--- config.mk ---
export PLATFORM = sky130hd
export DESIGN_NAME = adder_tile_scheduler
export DESIGN_NICKNAME = d
export VERILOG_FILES = /design/src/rtl/adder_tile_scheduler.sv
export SDC_FILE = /design/constraint.sdc
export NUM_CORES = 1
export LEC_CHECK = 0
export ABC_AREA = 1
export CORE_UTILIZATION = 30
export CTS_CLUSTER_DIAMETER = 200
export CTS_CLUSTER_SIZE = 8
export DETAILED_ROUTE_END_ITERATION = 16
export SETUP_SLACK_MARGIN = 0.5
export SLEW_MARGIN = 0
export SYNTH_ARGS = -nofsm -noshare
export SYNTH_HDL_FRONTEND = slang
export SYNTH_SLANG_ARGS = --single-unit
--- constraint.sdc ---
create_clock -name fast_clk -period 2.3 [get_ports fast_clk]
set_input_delay 0.46 -clock fast_clk [delete_from_list [all_inputs] [get_ports fast_clk]]
set_output_delay 0.46 -clock fast_clk [all_outputs]
set_load 0.01 [all_outputs]
--- src/rtl/adder_tile_scheduler.sv ---
// Tile sequencer for the ternary adder-tree datapath: issues a job's tiles, accumulates the
// returned tree sums and hands the total to the scaler stage over a valid/ready port.
module adder_tile_scheduler #(
  parameter int unsigned FEATURE_WIDTH  = 16,
  parameter int unsigned ACC_WIDTH      = 32,
  parameter int unsigned TILE_CNT_WIDTH = 8
) (
  input  logic                      fast_clk,
  input  logic                      rst,
  input  logic                      cfg_valid,
  output logic                      cfg_ready,
  input  logic [TILE_CNT_WIDTH-1:0] cfg_tiles,
  input  logic                      in_valid,
  output logic                      in_ready,
  output logic                      tree_enable,
  input  logic                      tree_done,
  input  logic [FEATURE_WIDTH-1:0]  tree_sum,
  output logic                      out_valid,
  input  logic                      out_ready,
  output logic [ACC_WIDTH-1:0]      out_data,
  output logic                      busy,
  output logic                      err
);

  localparam logic [1:0] StIdle   = 2'd0;
  localparam logic [1:0] StIssue  = 2'd1;
  localparam logic [1:0] StDrain  = 2'd2;
  localparam logic [1:0] StOutput = 2'd3;

  localparam logic [TILE_CNT_WIDTH-1:0] TileOne = TILE_CNT_WIDTH'(1);

  logic [1:0]                state_q, state_d;
  logic [TILE_CNT_WIDTH-1:0] tiles_q, tiles_d;
  logic [TILE_CNT_WIDTH-1:0] issued_q, issued_d;
  logic [TILE_CNT_WIDTH-1:0] returned_q, returned_d;
  logic [ACC_WIDTH-1:0]      acc_q, acc_d;
  logic                      err_q, err_d;

  logic                      accumulating;
  logic                      in_flight;
  logic                      done_ok;
  logic                      done_bad;
  logic                      last_issue;
  logic [TILE_CNT_WIDTH-1:0] returned_inc;
  logic [ACC_WIDTH-1:0]      sum_ext;

  assign cfg_ready   = (state_q == StIdle);
  assign in_ready    = (state_q == StIssue);
  assign tree_enable = in_valid & in_ready;
  assign out_valid   = (state_q == StOutput);
  assign out_data    = out_valid ? acc_q : '0;
  assign busy        = (state_q != StIdle);
  assign err         = err_q;

  // A strobe is only legitimate while some issued tile has not yet come back.
  assign accumulating = (state_q == StIssue) || (state_q == StDrain);
  assign in_flight    = (issued_q != returned_q);
  assign done_ok      = tree_done & accumulating & in_flight;
  assign done_bad     = tree_done & ~done_ok;

  assign last_issue   = (issued_q == (tiles_q - TileOne));
  assign returned_inc = returned_q + TileOne;
  assign sum_ext      = ACC_WIDTH'($signed(tree_sum));

  always_comb begin
    state_d    = state_q;
    tiles_d    = tiles_q;
    issued_d   = issued_q;
    returned_d = returned_q;
    acc_d      = acc_q;
    err_d      = err_q;

    if (done_ok) begin
      acc_d      = acc_q + sum_ext;
      returned_d = returned_inc;
    end
    if (done_bad) begin
      err_d = 1'b1;
    end

    unique case (state_q)
      StIdle: begin
        if (cfg_valid) begin
          tiles_d    = (cfg_tiles == '0) ? TileOne : cfg_tiles;
          issued_d   = '0;
          returned_d = '0;
          acc_d      = '0;
          // A stray strobe on the accept cycle is still reported for the new job.
          err_d      = done_bad;
          state_d    = StIssue;
        end
      end
      StIssue: begin
        if (tree_enable) begin
          issued_d = issued_q + TileOne;
          if (last_issue) begin
            state_d = StDrain;
          end
        end
      end
      StDrain: begin
        if (done_ok && (returned_inc == tiles_q)) begin
          state_d = StOutput;
        end
      end
      StOutput: begin
        if (out_ready) begin
          state_d = StIdle;
        end
      end
      default: state_d = StIdle;
    endcase
  end

  always_ff @(posedge fast_clk or negedge rst) begin
    if (!rst) begin
      state_q    <= StIdle;
      tiles_q    <= '0;
      issued_q   <= '0;
      returned_q <= '0;
      acc_q      <= '0;
      err_q      <= 1'b0;
    end else begin
      state_q    <= state_d;
      tiles_q    <= tiles_d;
      issued_q   <= issued_d;
      returned_q <= returned_d;
      acc_q      <= acc_d;
      err_q      <= err_d;
    end
  end

endmodule

==> impl_metrics.yaml <==
run_status:
  status: "complete, no violations"
synthesis:
  syn_nets: 950
  synth-seq-cells: 59
  synth_area_leader_cell: "dfrtp_1"
  netlist_area_sq_mm: 0.00546
  synth_edf_count: 0
  synth_cell_types: 37
  synth.avg_cell_area_sq_um: 6.20
  synth_area_leaders: "dfrtp_1, nand2_1, inv_1"
  yosys.area.top_type_share: 0.270
  yosys_warnings: 0
  ys.flop_type: "dfrtp_1"
  yosysSeqAreaShare: 0.270
  async_flop_share: 1.00
  postSynthCellCount: 881
clocking:
  htree_num_levels: 3
  cts_tree: "done"
  clock-sinks: 59
  cts_root_buffer: "clkbuf_16"
  clkSlewWorstSetupHoldPaths_ps: 60
  cts_buffer_depth: 2
  cts_buffers: 9
  cts_hold_buffers: 0
  clk_latency_ps: 350
worst_setup_path:
  timing.rr.end: "acc_q[24]$_DFF_PN0_"
  path_delay_family: "buffers and inverters"
  crit_path_end_kind: "primary output"
  required_ps: 1840
  r2r_start: "acc_q[0]$_DFF_PN0_"
  rrSetupSlack_ps: 250
  path_buf_inv: 5
  start_kind: "flip-flop"
  arrival_ps: 1670
  reg2reg_depth: 12
  cpPeakStageDelay_ps: 440
  cpMaxStageDelayCell: "dfrtp_2"
  critPathMaxFanout: 4
  crit_chain: "ha_4, buf_12, clkbuf_16, buf_4, nand2_2, inv_1, dlymetal6s2s_1"
  startpoint: "state_q[0]$_DFFE_PN0P_"
  path_class: "flip-flop to primary output"
layout:
  antennaDiodeCount: 0
  postLayoutCoreUtil: 0.515
  final_cells: 1310
  layout_common_cells: "nand2_1, inv_1, buf_4"
  area_delta_synth_final_pct: 65.3
  drive_gt1_frac: 0.383
  layout_commonest_cell: "nand2_1"
  finalNetCount: 1149
floorplanning:
  dieArea_sq_mm: 0.0187
  initial_core_util: 0.311
  io_pins: 68
  row_count: 48
  die_h_microns: 137
  die_w_microns: 137
  fp.coreArea_sq_mm: 0.0175
placed_design:
  hpwl_mm: 12.8
  post-place-cells: 1233
  io_buffers: 67
  routabilityCongestion: 0.867
global_route:
  grt_max_degree: 45
  grt_pass1_vias: 5766
  grt.overflow.total: 0
  grt_pass1_wl_mm: 28.4
  grtUsageTotal: 0.196
  antenna_found_initial: 0
timing:
  slew_headroom: 0.581
  skew_ps: 11.8
  hold_viol: 0
  fin_crit_sh: 0.925
  min_period_ps: 2130
  maxSlewViolCount: 0
  rsz0062_at_grt: "yes"
  max_freq_mhz: 470
  setup_viol: 0
  worst_slew_pin_slew_ps: 628
  holdWs_ps: 126
power:
  irDropWorstVdd_uv: 635
  p_int_mw: 6.79
  p_sw_mw: 6.19
  comb_power_share: 0.731
  powerDensity_mw_per_mm2: 1440
  power_mw: 13.0
  p_leak_nw: 4.69
  seq_power_share: 0.168
  p_clk_frac: 0.101
  swShare: 0.477
min_path:
  hp-class: "primary input to asynchronous set/reset pin"
drt:
  drt_first_pass_iters: 7
  vias: 6372
  drc: 0
  drt_wl_total_mm: 19.9
  drtAntennaViolNets: 0
  first_iter_violations: 413
  wl_per_cell_microns: 15.2
  viasPerCell: 4.86
job:
  drv_cap: 0
[layout make-up]
class / count / area [sq um]
multi-input combinational: 661 / 4610
inverter: 143 / 539
sequential: 59 / 1500
clock inverter: 4 / 25.0
clock buffer: 12 / 256
tap: 225 / 282
fill: 1634 / 8510
timing repair buffer: 206 / 1820
[power groups by stage]
stage                     Clock [mW]  Combinational (mW)  Sequential, mW
after global routing            1.38                10.3            2.25
after CTS                       1.33                7.13            2.11
after global placement             0                6.36            2.06
after floorplan                    0                4.24            1.88
after detailed placement           0                6.43            2.06
final                           1.31                9.49            2.18
[worst max-delay path by stage]
stage,depth (start not counted),slack (ps),end
after floorplan,14,360,acc_q[26]$_DFF_PN0_
after global placement,14,-300,acc_q[18]$_DFF_PN0_
after detailed placement,14,-350,acc_q[20]$_DFF_PN0_
after CTS,5,30,out_data[12]
after global routing,14,110,acc_q[26]$_DFF_PN0_
final,7,170,out_data[12]
[state kept, by name, summed over array words and instances (netlist names)]
register	count
issued_q	8
acc_q	32
err	1
returned_q	8
tiles_q	8
state_q	2
[metrics by stage]
stage,setup slack [ps],TNS [ps],instance area [sq um]
after floorplan,364,0,5490
after global placement,-301,-5190,6970
after detailed placement,-346,-5280,6970
after CTS,29.8,0,7760
after global routing,106,0,9030
final,172,0,9030
[logic make-up after synthesis]
logic type	share of synthesized area
AOI/OAI and AO/OA	0.129
buffers and inverters	0.114
and+or+nand+nor	0.360
xor gates and xnor gates	0.0362
adders and majority gates	0.0907
DFF	0.270
[per-layer routing]
| metal | up-vias | share of wire | GRT usage |
|---|---|---|---|
| met3 | 36 | 0.047 | 0.0381 |
| met1 | 2963 | 0.45 | 0.263 |
| met4 | 0 | 0.028 | 0.0549 |
| met5 | - | 0 | 0 |
| li1 | 3212 | - | - |
| met2 | 161 | 0.47 | 0.318 |
[repair_timing]
action / 4_1_cts / 5_1_grt
endpoints found under the setup margin: 69 / 80
gates resized for setup: 109 / 303
pin swaps: 8 / 74
buffers inserted: 7 / 49
gates cloned: 1 / 4
[cell usage after synthesis (all sizes together), types with 5 or more instances]
| library cell | count |
|---|---|
| a21oi | 64 |
| buf | 8 |
| clkbuf | 10 |
| dfrtp | 59 |
| ha | 38 |
| inv | 143 |
| nand2 | 259 |
| nand3 | 75 |
| nand3b | 5 |
| nand4 | 9 |
| nor2 | 104 |
| nor3 | 7 |
| o21ai | 53 |
| o21bai | 5 |
| xnor2 | 15 |
| xor2 | 5 |
Power figures use the tool's default switching activity.
